===== src/rtl/execute_stage.sv =====
// EX stage feeding memory_stage: operand select, single-cycle ALU, iterative MUL/DIVU,
// branch resolution and the registered EX/MEM outputs.
module execute_stage #(
    parameter int WIDTH = 32
) (
    input  logic             clock,
    input  logic             reset,
    input  logic             in_valid,
    input  logic [WIDTH-1:0] valA,
    input  logic [WIDTH-1:0] valB,
    input  logic [WIDTH-1:0] imm,
    input  logic [WIDTH-1:0] pc_plus4,
    input  logic [3:0]       alu_op,
    input  logic [7:0]       signals,
    input  logic             mem_stall,
    output logic             busy,
    output logic [WIDTH-1:0] alu_result,
    output logic [WIDTH-1:0] valB_out,
    output logic [7:0]       signals_out,
    output logic             out_valid,
    output logic             branch_taken,
    output logic [WIDTH-1:0] branch_target
);

    localparam int CW = $clog2(WIDTH) + 1;
    localparam int SW = $clog2(WIDTH);

    typedef enum logic [1:0] {IDLE, MULT, DIVI, DONE} state_t;

    state_t           state, state_next;
    logic [CW-1:0]    step_cnt;
    logic [WIDTH-1:0] op_b, alu_comb, target_comb, iter_result;
    logic             zero, taken_comb, accept, is_iter, last_step;

    // Iterative workspace: work_x is multiplicand (MUL) or dividend/quotient (DIVU),
    // work_y is multiplier (MUL) or divisor (DIVU).
    logic [WIDTH-1:0] mul_acc, work_x, work_y, rem;
    logic [WIDTH:0]   rem_shift, div_sub;
    logic [WIDTH-1:0] lat_valb, lat_target;
    logic [7:0]       lat_signals;
    logic             lat_taken, lat_div;

    assign op_b        = signals[7] ? imm : valB;
    assign zero        = (valA - op_b) == '0;
    assign taken_comb  = signals[2] & (signals[1] ? zero : !zero);
    assign target_comb = pc_plus4 + (imm << 2);
    assign busy        = mem_stall | (state != IDLE);
    assign accept      = in_valid & !busy;
    assign is_iter     = (alu_op == 4'd8) || (alu_op == 4'd9);
    assign last_step   = step_cnt == CW'(WIDTH - 1);
    assign rem_shift   = {rem, work_x[WIDTH-1]};
    assign div_sub     = rem_shift - {1'b0, work_y};
    assign iter_result = !lat_div ? mul_acc : ((work_y == '0) ? '1 : work_x);

    always_comb begin
        alu_comb = valA + op_b;
        case (alu_op)
            4'd1: alu_comb = valA - op_b;
            4'd2: alu_comb = valA & op_b;
            4'd3: alu_comb = valA | op_b;
            4'd4: alu_comb = valA ^ op_b;
            4'd5: alu_comb = {{(WIDTH-1){1'b0}}, ($signed(valA) < $signed(op_b))};
            4'd6: alu_comb = valA << op_b[SW-1:0];
            4'd7: alu_comb = valA >> op_b[SW-1:0];
            default: alu_comb = valA + op_b;
        endcase
    end

    always_comb begin
        state_next = state;
        case (state)
            IDLE:       if (accept && is_iter) state_next = (alu_op == 4'd9) ? DIVI : MULT;
            MULT, DIVI: if (last_step) state_next = DONE;
            DONE:       if (!mem_stall) state_next = IDLE;
            default:    state_next = IDLE;
        endcase
    end

    always_ff @(posedge clock) begin
        if (reset) state <= IDLE;
        else       state <= state_next;
    end

    // The iterative engine keeps stepping during mem_stall; only the DONE hand-off waits.
    always_ff @(posedge clock) begin
        if (reset) begin
            step_cnt    <= '0;
            mul_acc     <= '0;
            work_x      <= '0;
            work_y      <= '0;
            rem         <= '0;
            lat_valb    <= '0;
            lat_target  <= '0;
            lat_signals <= '0;
            lat_taken   <= 1'b0;
            lat_div     <= 1'b0;
        end else begin
            case (state)
                IDLE: if (accept && is_iter) begin
                    step_cnt    <= '0;
                    mul_acc     <= '0;
                    rem         <= '0;
                    work_x      <= valA;
                    work_y      <= op_b;
                    lat_valb    <= valB;
                    lat_target  <= target_comb;
                    lat_signals <= signals;
                    lat_taken   <= taken_comb;
                    lat_div     <= (alu_op == 4'd9);
                end
                MULT: begin
                    if (work_y[0]) mul_acc <= mul_acc + work_x;
                    work_x   <= work_x << 1;
                    work_y   <= work_y >> 1;
                    step_cnt <= step_cnt + 1'b1;
                end
                DIVI: begin
                    rem      <= div_sub[WIDTH] ? rem_shift[WIDTH-1:0] : div_sub[WIDTH-1:0];
                    work_x   <= {work_x[WIDTH-2:0], !div_sub[WIDTH]};
                    step_cnt <= step_cnt + 1'b1;
                end
                default: ;
            endcase
        end
    end

    always_ff @(posedge clock) begin
        if (reset) begin
            alu_result    <= '0;
            valB_out      <= '0;
            signals_out   <= '0;
            out_valid     <= 1'b0;
            branch_taken  <= 1'b0;
            branch_target <= '0;
        end else if (!mem_stall) begin
            if (state == DONE) begin
                alu_result    <= iter_result;
                valB_out      <= lat_valb;
                signals_out   <= lat_signals;
                out_valid     <= 1'b1;
                branch_taken  <= lat_taken;
                branch_target <= lat_target;
            end else if (accept && !is_iter) begin
                alu_result    <= alu_comb;
                valB_out      <= valB;
                signals_out   <= signals;
                out_valid     <= 1'b1;
                branch_taken  <= taken_comb;
                branch_target <= target_comb;
            end else begin
                signals_out  <= '0;
                out_valid    <= 1'b0;
                branch_taken <= 1'b0;
            end
        end
    end

endmodule


===== config.mk =====
export PLATFORM = sky130hd
export DESIGN_NAME = execute_stage
export DESIGN_NICKNAME = d
export VERILOG_FILES = /design/src/rtl/execute_stage.sv
export SDC_FILE = /design/constraint.sdc
export NUM_CORES = 1
export LEC_CHECK = 0
export ABC_CLOCK_PERIOD_IN_PS = 8000
export BUFFER_PORTS_ARGS = -buffer_cell sky130_fd_sc_hd__buf_4
export CORE_AREA = 3 3 278 280
export DETAILED_ROUTE_END_ITERATION = 16
export DIE_AREA = 0 0 281 283
export GPL_ROUTABILITY_DRIVEN = 0
export SYNTH_ARGS = -nofsm -noshare
export SYNTH_HDL_FRONTEND = slang
export SYNTH_SLANG_ARGS = --single-unit

===== constraint.sdc =====
create_clock -name clock -period 8 [get_ports clock]
set_clock_uncertainty 0.05 [all_clocks]
set_input_delay 1.6 -clock clock [delete_from_list [all_inputs] [get_ports clock]]
set_output_delay 1.6 -clock clock [all_outputs]
set_load 0.02 [all_outputs]

* Yosys cells after proc, flatten, opt, wreduce, memory -nomap -nowiden
Index checks and enable logic that the tools add are counted.
** Storage, ports and cells
- Input port bits :: 144
- Register bits :: 316
** Cells by class
- Bitwise gates (word level) :: 7
- Shift-type cells :: 2
- Add/subtract/negate cells :: 6
- Order comparisons :: 1
- Equality and inequality tests :: 17
- Reductions and logical operators :: 25
- Multiplexer cells :: 33
** Operators with widths (count)
- two-way mux 32 bit :: 14
- case mux 32 bit (7 select lines) :: 1
- case mux 32 bit (2 select lines) :: 3
- adder 32 bit :: 3
- case mux 32 bit (3 select lines) :: 1
- logical NOT 32 bit :: 2
- subtractor 33 x 32 -> 33 bit :: 1
- AND 32 bit :: 1
- < comparator 32 bit :: 1
- bitwise OR 32 bit :: 1
- left shift 32 x 5 -> 32 bit :: 1
- >> shifter 32 x 5 -> 32 bit :: 1
- subtractor 32 bit :: 1
- bitwise XOR 32 bit :: 1
- == test 4 x 3 -> 1 bit, second input constant :: 4
- two-way mux 8 bit :: 2
- case mux 6 bit (2 select lines) :: 1
- AND reduction 2 bit :: 6
- nonzero test 2 bit :: 5
- == test 4 x 2 -> 1 bit, second input constant :: 2
- == test 4 bit, second input constant :: 2
- two-way mux 2 bit :: 4
- adder 6 x 1 -> 6 bit, second input constant :: 1
- == test 6 x 5 -> 1 bit, second input constant :: 1
- other kinds (18) :: 31

* Logic depth before layout (Yosys ltp)
Gate-level depths: netlist of the first run.
- Depth in word-level cells :: 8
- Mapped depth :: 20

* Worst setup path after synthesis of the first run
OpenSTA, ideal clock, no wires.
- Path type :: input to register
- From :: in signals[7]
- To :: reg branch_taken
- Slack :: 1.760 ns
- Stages :: 16
- Path buffers :: 3
- Required time :: 7.823 ns
- Library setup time :: 0.127 ns
- Arrival time :: 6.063 ns
- Path through :: buf_2 mux2i_1 clkbuf_1 clkbuf_1 ha_1 nor2_1 o311ai_2 a211oi_2 a21boi_1 xnor2_1 or4_1 a2111oi_2 nand4_1 nor4_4 nor4_1 or3_1
** Between the ends
- Word-level cells in the longest chain between the ends :: 8
** Ends and longest elaborated chain
- from (decl) :: RTL line 14 : input logic [7:0] signals,
- two-way mux 32 bit * :: RTL line 43 : assign op_b = signals[7] ? imm : valB;
- subtractor 32 bit * :: RTL line 44 : assign zero = (valA - op_b) == '0;
- logical NOT 32 bit * :: RTL line 44
- logical NOT 1 bit :: RTL line 45 : assign taken_comb = signals[2] & (signals[1] ? zero : !zero);
- two-way mux 1 bit * :: RTL line 45
- AND 1 bit * :: RTL line 45
- two-way mux 1 bit * :: RTL line 143 : end else if (accept && !is_iter) begin
- two-way mux 1 bit * :: RTL line 136 : if (state == DONE) begin
- to (signal assigned) :: RTL line 141 : branch_taken <= lat_taken;
- to (signal assigned) :: RTL line 148 : branch_taken <= taken_comb;
- to (decl) :: RTL line 21 : output logic branch_taken,
Mark *: on every way between the ends. The rest lies on a longest branch, timed or not.
A chain may end at the register's enable or synchronous reset.

* Worst setup path in the final report of the first run
Ends and elaborated chain as after synthesis.

==> flow_summary.ini, run 1 <==
[yosys]
yosys.area.top_type = dfxtp_1
synthMostInstantiatedCell = nor2_1
synth_flop_cell = dfxtp_1
yosys.cell_types.count = 95
synth-edff-count = 0
synth_fp_nets = 3811
synth_largest_type_area_fraction_pct = 24.1
total_standard_cell_area_after_synthesis_sq_mm = 0.0262
synthTopCellsByArea = dfxtp_1 (24%), ha_1 (10%), mux2i_1 (9.7%)
synth.top_cells.by_count = nor2_1 (461), nand2_1 (342), dfxtp_1 (316), a21oi_1 (303), mux2i_1 (255)
synth-warning-count = 0
synthesis.instances = 3450
ys_ff_latch = 316
syn_area_per_cell_sq_um = 7.60
ys_async_sr_fraction_pct = 0
synth-seq-area-share_pct = 24.1

[drt]
vias_per_cell = 6.06
first_pass_iters = 7
avgRoutedWirePerCell_um = 23.7
met2_length_um = 45300
detail_route.wirelength.met1_um = 44200
drt-initial-drc-count = 3049
totalWireLength_um = 108000
route.top_layer_used = met5
via_count = 27700
met3RoutedLength_um = 11800
remaining_drc_errors = 0
ant_nets = 0

[critical_path]
worst_setup_path_start_kind = input pin
end_kind = flop
crit_arrival_ps = 6450
worst_reg2reg_path_startpoint = work_x[31]
path_max_fanout = 19
timing.critical_path.required_ps = 8420
reg2regPathDepth = 14
critPathKind = in -> reg
worstSetupStartpoint = signals[7]

[clock_tree]
postCtsResizedCells = 0
clk_pin_slew_worst_paths_ps = 60
clock_tree.htree_level_count = 2
numClockSinks = 316
holdBufCountCts = 0
tritoncts = yes
clock_tree.root_cell = clkbuf_16
post-cts-setup-buffer-count = 0
cts.path.max_buffers = 3
tritoncts.num_buffers = 41
worstSkewPairLatency_ps = 580

[cells_and_area]
area_growth_pct = 15.6
nFillCells = 7686
final-seq-area_sq_mm = 0.00633
drive_above_1_share_pct = 12.0
fin_nets = 3927
final_core_util_pct = 40.6
area_used_by_multi_input_combinational_logic_sq_mm = 0.0185

[grt]
grt_antenna_before_repair = 8
pin_count_of_the_biggest_net_entering_global_routing = 98
grt_first_pass_wirelength_um = 162000
gr-usage-all-layers_pct = 26.1
first_global_vias = 25600
grt_remaining_overflow = 0

[die]
dieArea_sq_mm = 0.0795
floorplan.die.height_um = 283
initial_utilization_pct = 35.1
ports_placed_on_the_boundary = 251
design.core.area_sq_mm = 0.0747
rows = 100
die_w_um = 281

[timing]
slew_viol_final = 0
worst_pin_slew_ps = 1160
max_freq_mhz = 166
post_route_minimum_period_ps = 6030
timing.final.hold_violations = 0
rsz0062_at_grt = no
final_critical_path_setup_slack_ps = 1970
finalSetupViolCount = 0
fin_crit_share_pct = 75.4
fin_setup_tns_ps = 0
max-slew-margin-rel_pct = 21.8

[hold_path]
min-delay-start = lat_target[29]
worstHoldPathCells = 2
hold_path.class = reg -> reg

[run]
max_cap_violations = 0

[placement]
port_buffers = 250
dp_hpwl_um = 81200
detailedPlace.worstSlack_ps = 1470

[pwr]
vdd.ir_drop.worst_mv = 0.346
power_density_of_the_placed_cells_mw_per_mm2 = 239
leakage_power_nw = 12.6

[outcome]
status = finished, final reports clean
sequential cells by signal, indices dropped and copies added, names as in the netlist, 2 cells and up:
name / count
alu_result: 32
branch_target: 32
lat_target: 32
lat_valb: 32
mul_acc: 32
rem: 32
valB_out: 32
work_x: 32
work_y: 32
lat_signals: 8
signals_out: 8
step_cnt: 6
state: 2
worst paths after layout:
kind | slack, ps | endpoint
setup / recovery | 1970 | branch_taken
setup reg to reg | 3710 | rem[20]
hold / removal | 400 | lat_target[29]
hold reg to reg | 400 | lat_target[29]
cell usage in the layout, fill, tap and decap left out, types with 43 or more instances in the layout:
| cell | n |
|---|---|
| ha_1 | 210 |
| inv_1 | 146 |
| clkbuf_16 | 43 |
| nand3_1 | 44 |
| buf_4 | 302 |
| a221oi_1 | 60 |
| nor2_1 | 457 |
| nor3_1 | 77 |
| nand2_1 | 342 |
| mux2i_1 | 251 |
| xnor2_1 | 95 |
| a21o_1 | 55 |
| o21ai_0 | 152 |
| a21oi_1 | 301 |
| dfxtp_1 | 316 |
| a211oi_1 | 87 |
per-stage QoR:
stage | std cells | power [W] | hold slack [ps] | cell area (sq um)
final | 4571 | 0.00725 | 400 | 30300
after global routing | 4566 | 0.00762 | 410 | 30300
after CTS | 4565 | 0.00722 | 402 | 30300
after detailed placement | 4492 | 0.00532 | 393 | 28900
after global placement | 4492 | 0.00531 | 388 | 28900
after floorplan | 3450 | 0.00433 | 379 | 26200
critical path, stage by stage:
cell       delay [ps]
buf_4             350
buf_4             420
mux2i_1           540
ha_1              400
nor2b_1           230
nor4_2             80
a211oi_2          430
a21boi_1          170
xnor2_1           190
or4_1             540
a2111oi_2         350
nand4_1           240
nor4_4            450
nor4_1             80
or3_1             340
layout make-up:
class,instances,area share [%]
multi-input cells,2751,61.2
diodes,6,0.0495
flip-flops and latches,316,20.9
well taps,969,4.00
inverters,153,1.89
clock buffers,63,4.03
clock inverters,10,0.446
repair buffers,303,7.53
where the power goes:
group,switching [W],internal [W]
Sequential,0.000135,0.00171
Clock,0.000769,0.00112
Combinational,0.00214,0.00137
cells by family (layout without fill, tap and decap cells):
kind of cell	count (synthesis)	in the layout	synth area share, %
muxes	261	261	10.1
adders and majority gates	217	217	10.5
AOI/OAI and AO/OA	1045	1045	26.8
buffers and inverters	383	529	5.72
and+or+nand+nor	1100	1100	18.4
other	0	6	0
DFF	316	316	24.1
xor gates and xnor gates	128	128	4.28
layer usage:
metal  global-route usage (%)  vias up
li1                         -    12800
met2                     38.5     1498
met1                     34.1    13000
met5                        0        -
met3                     7.39      371
met4                     14.5        6
No activity file was read; power rests on OpenSTA's default activity.
==> inputs of run 2 (changes only) <==
--- a/config.mk
+++ b/config.mk
@@ -5,11 +5,12 @@
 export SDC_FILE = /design/constraint.sdc
 export NUM_CORES = 1
 export LEC_CHECK = 0
-export ABC_CLOCK_PERIOD_IN_PS = 8000
+export ABC_AREA = 1
+export ABC_CLOCK_PERIOD_IN_PS = 5200
 export BUFFER_PORTS_ARGS = -buffer_cell sky130_fd_sc_hd__buf_4
-export CORE_AREA = 3 3 278 280
+export CORE_AREA = 3 3 289 291
 export DETAILED_ROUTE_END_ITERATION = 16
-export DIE_AREA = 0 0 281 283
+export DIE_AREA = 0 0 292 294
 export GPL_ROUTABILITY_DRIVEN = 0
 export SYNTH_ARGS = -nofsm -noshare
 export SYNTH_HDL_FRONTEND = slang
==> constraint.sdc (replaced) <==
create_clock -name clock -period 5.2 [get_ports clock]
set_clock_uncertainty 0.05 [all_clocks]
set_input_delay 1.04 -clock clock [delete_from_list [all_inputs] [get_ports clock]]
set_output_delay 1.04 -clock clock [all_outputs]
set_load 0.02 [all_outputs]
==> run 2 against run 1 <==
Core utilization is 0.43 points lower. First-iteration DRC count is 8.5% higher. Worst hold slack gained 17 ps. Die area grew 8.0%. Synthesized cell count increased by 36%. Cell area rose by 7.0%. Critical path type unchanged.
==> flow_summary.ini, run 2 <==
[die]
dieArea_sq_mm = 0.0858
rows = 104
floorplan.die.height_um = 294
design.core.area_sq_mm = 0.0808
initial_utilization_pct = 35.1
die_w_um = 292
ports_placed_on_the_boundary = 251

[run]
max_cap_violations = 0

[cells_and_area]
most_common_library_cell_in_the_layout_ignoring_fill_and_taps = nand2_1
nFillCells = 8736
drive_above_1_share_pct = 10.1
area_growth_pct = 14.5
fin_nets = 5157
instances_no_fill = 5890
layout.cells.most_common_list = nand2_1 (1107), inv_1 (557), o21ai_0 (456)

[yosys]
synthesis.instances = 4687
synth_largest_type_area_fraction_pct = 22.3
synthMostInstantiatedCell = nand2_1
syn_area_per_cell_sq_um = 6.05
synth_flop_cell = dfxtp_1
synth.top_cells.by_count = nand2_1 (1107), inv_1 (561), o21ai_0 (458), nor2_1 (441), a21oi_1 (437)
total_standard_cell_area_after_synthesis_sq_mm = 0.0283
synth-edff-count = 0
ys_ff_latch = 316
synth-seq-area-share_pct = 22.3
synth-warning-count = 0
synth_fp_nets = 5048
ys_async_sr_fraction_pct = 0
synthTopCellsByArea = dfxtp_1 (22%), nand2_1 (15%), ha_1 (9.4%)
yosys.cell_types.count = 61
yosys.area.top_type = dfxtp_1

[timing]
post_route_minimum_period_ps = 4220
worst_pin_slew_ps = 998
timing.final.hold_violations = 0
fin_crit_share_pct = 81.2
max_freq_mhz = 237
finalSetupViolCount = 0
max-slew-margin-rel_pct = 33.5
fin_setup_tns_ps = 0
slew_viol_final = 0
rsz0062_at_grt = no

[clock_tree]
clock_tree.root_cell = clkbuf_16
cts.path.max_buffers = 3
postCtsResizedCells = 0
post-cts-setup-buffer-count = 0
clk_pin_slew_worst_paths_ps = 60
tritoncts.num_buffers = 41
holdBufCountCts = 0
numClockSinks = 316
worstSkewPairLatency_ps = 610
clock_tree.htree_level_count = 2
tritoncts = yes

[drt]
ant_nets = 0
drt-initial-drc-count = 3308
remaining_drc_errors = 0
avgRoutedWirePerCell_um = 21.4
vias_per_cell = 5.57
via_count = 32800
totalWireLength_um = 126000
first_pass_iters = 6

[hold_path]
hold_path.class = reg -> reg
worstHoldPathCells = 2

[critical_path]
reg2regPathDepth = 14
cp_num_cells = 18
cp_top_family = simple AND/OR/NAND/NOR gates
crit_arrival_ps = 4710
end_kind = flop
critPathKind = in -> reg
worst_setup_path_start_kind = input pin
crit_slowest_cell = ha_1
timing.critical_path.cells = buf_4 > inv_4 > or2_2 > o21ai_0 > inv_1 > ha_1 > inv_1 > nor2_1 > a21oi_1 > o21ai_0 > a21oi_1 > or2_2 > nand2_1 > xor2_1 > nand2_1 > nand3_1 > nand2_1 > a21oi_1
path_buf_inv = 4
path_max_fanout = 32
critical_path.max_stage_delay_ps = 460
timing.critical_path.required_ps = 5690

[placement]
dp_hpwl_um = 98600
port_buffers = 250
post-place-cells = 5813

[pwr]
leakage_power_nw = 15.4
power_density_of_the_placed_cells_mw_per_mm2 = 412
vdd.ir_drop.worst_mv = 0.409

[grt]
grt_first_pass_wirelength_um = 187000
grt_antenna_before_repair = 1
gr-usage-all-layers_pct = 28.2
pin_count_of_the_biggest_net_entering_global_routing = 122
first_global_vias = 30300
grt_remaining_overflow = 0

[outcome]
status = finished, final reports clean
run 2: changes by cell type after synthesis, sizes merged, moves of 83 or more:
cell	previous run	this run
mux2i	255	14
nand3	44	224
inv	149	578
a211oi	90	7
a21oi	303	440
o21ai	158	590
nand2	342	1116
run 2: area by class of cell:
cell class | count | area [sq um] | area share, %
Sequential cell | 316 | 6330 | 19.5
Timing Repair Buffer | 296 | 2260 | 6.97
Clock buffer | 53 | 1140 | 3.52
Clock inverter | 23 | 339 | 1.05
Inverter | 580 | 2190 | 6.75
Antenna cell | 1 | 2.50 | 0.00771
Tap cell | 1060 | 1330 | 4.09
Multi-Input combinational cell | 3561 | 18900 | 58.1
run 2: per-layer routing:
| layer | part of all wire [%] | global-route usage, % | wire [um] | vias up |
|---|---|---|---|---|
| met2 | 42 | 43.9 | 53400 | 1628 |
| li1 | - | - | - | 15700 |
| met3 | 11 | 7.09 | 14000 | 317 |
| met5 | 0 | 0 | 0 | - |
| met4 | 6.2 | 14.9 | 7830 | 0 |
| met1 | 40 | 36.1 | 50800 | 15100 |
run 2: worst min-delay path: cells and delay by family, from the launching register on:
kind	cells	cell delay (ps)
DFF	1	310
and+or+nand+nor	1	60
AOI/OAI and AO/OA	1	50
run 2: cell families after synthesis:
group | share of synthesized area [%]
adders and majority gates | 9.71
muxes | 0.494
DFF | 22.3
xor gates and xnor gates | 2.23
and+or+nand+nor | 28.8
buffers and inverters | 11.4
AOI/OAI and AO/OA | 25.1
run 2: stage by stage:
stage | worst slack (ps) | hold slack, ps | power [W] | utilization (%) | area (sq um)
2_1_floorplan | 1390 | 393 | 0.00821 | - | 28300
3_3_place_gp | 528 | 407 | 0.0101 | 38.3 | 31000
3_5_place_dp | 474 | 407 | 0.0101 | 38.3 | 31000
4_1_cts | 1100 | 416 | 0.0133 | 40.1 | 32400
5_1_grt | 785 | 435 | 0.0144 | 40.1 | 32400
6_report | 979 | 418 | 0.0134 | 40.1 | 32400
run 2: worst paths after layout:
| kind | from | to | slack [ps] |
|---|---|---|---|
| worst min register to register | branch_target[18] | branch_target[18] | 420 |
| worst min-delay path | branch_target[18] | branch_target[18] | 420 |
| worst max register to register | work_x[31] | rem[8] | 2030 |
| worst max-delay path | signals[7] | alu_result[29] | 980 |
run 2: power by group:
group	internal (W)	total [W]	switching, W
clock network	0.00187	0.00314	0.00126
registers	0.00274	0.00304	0.000306
logic	0.00229	0.00719	0.00490
total	0.00690	0.0134	0.00647
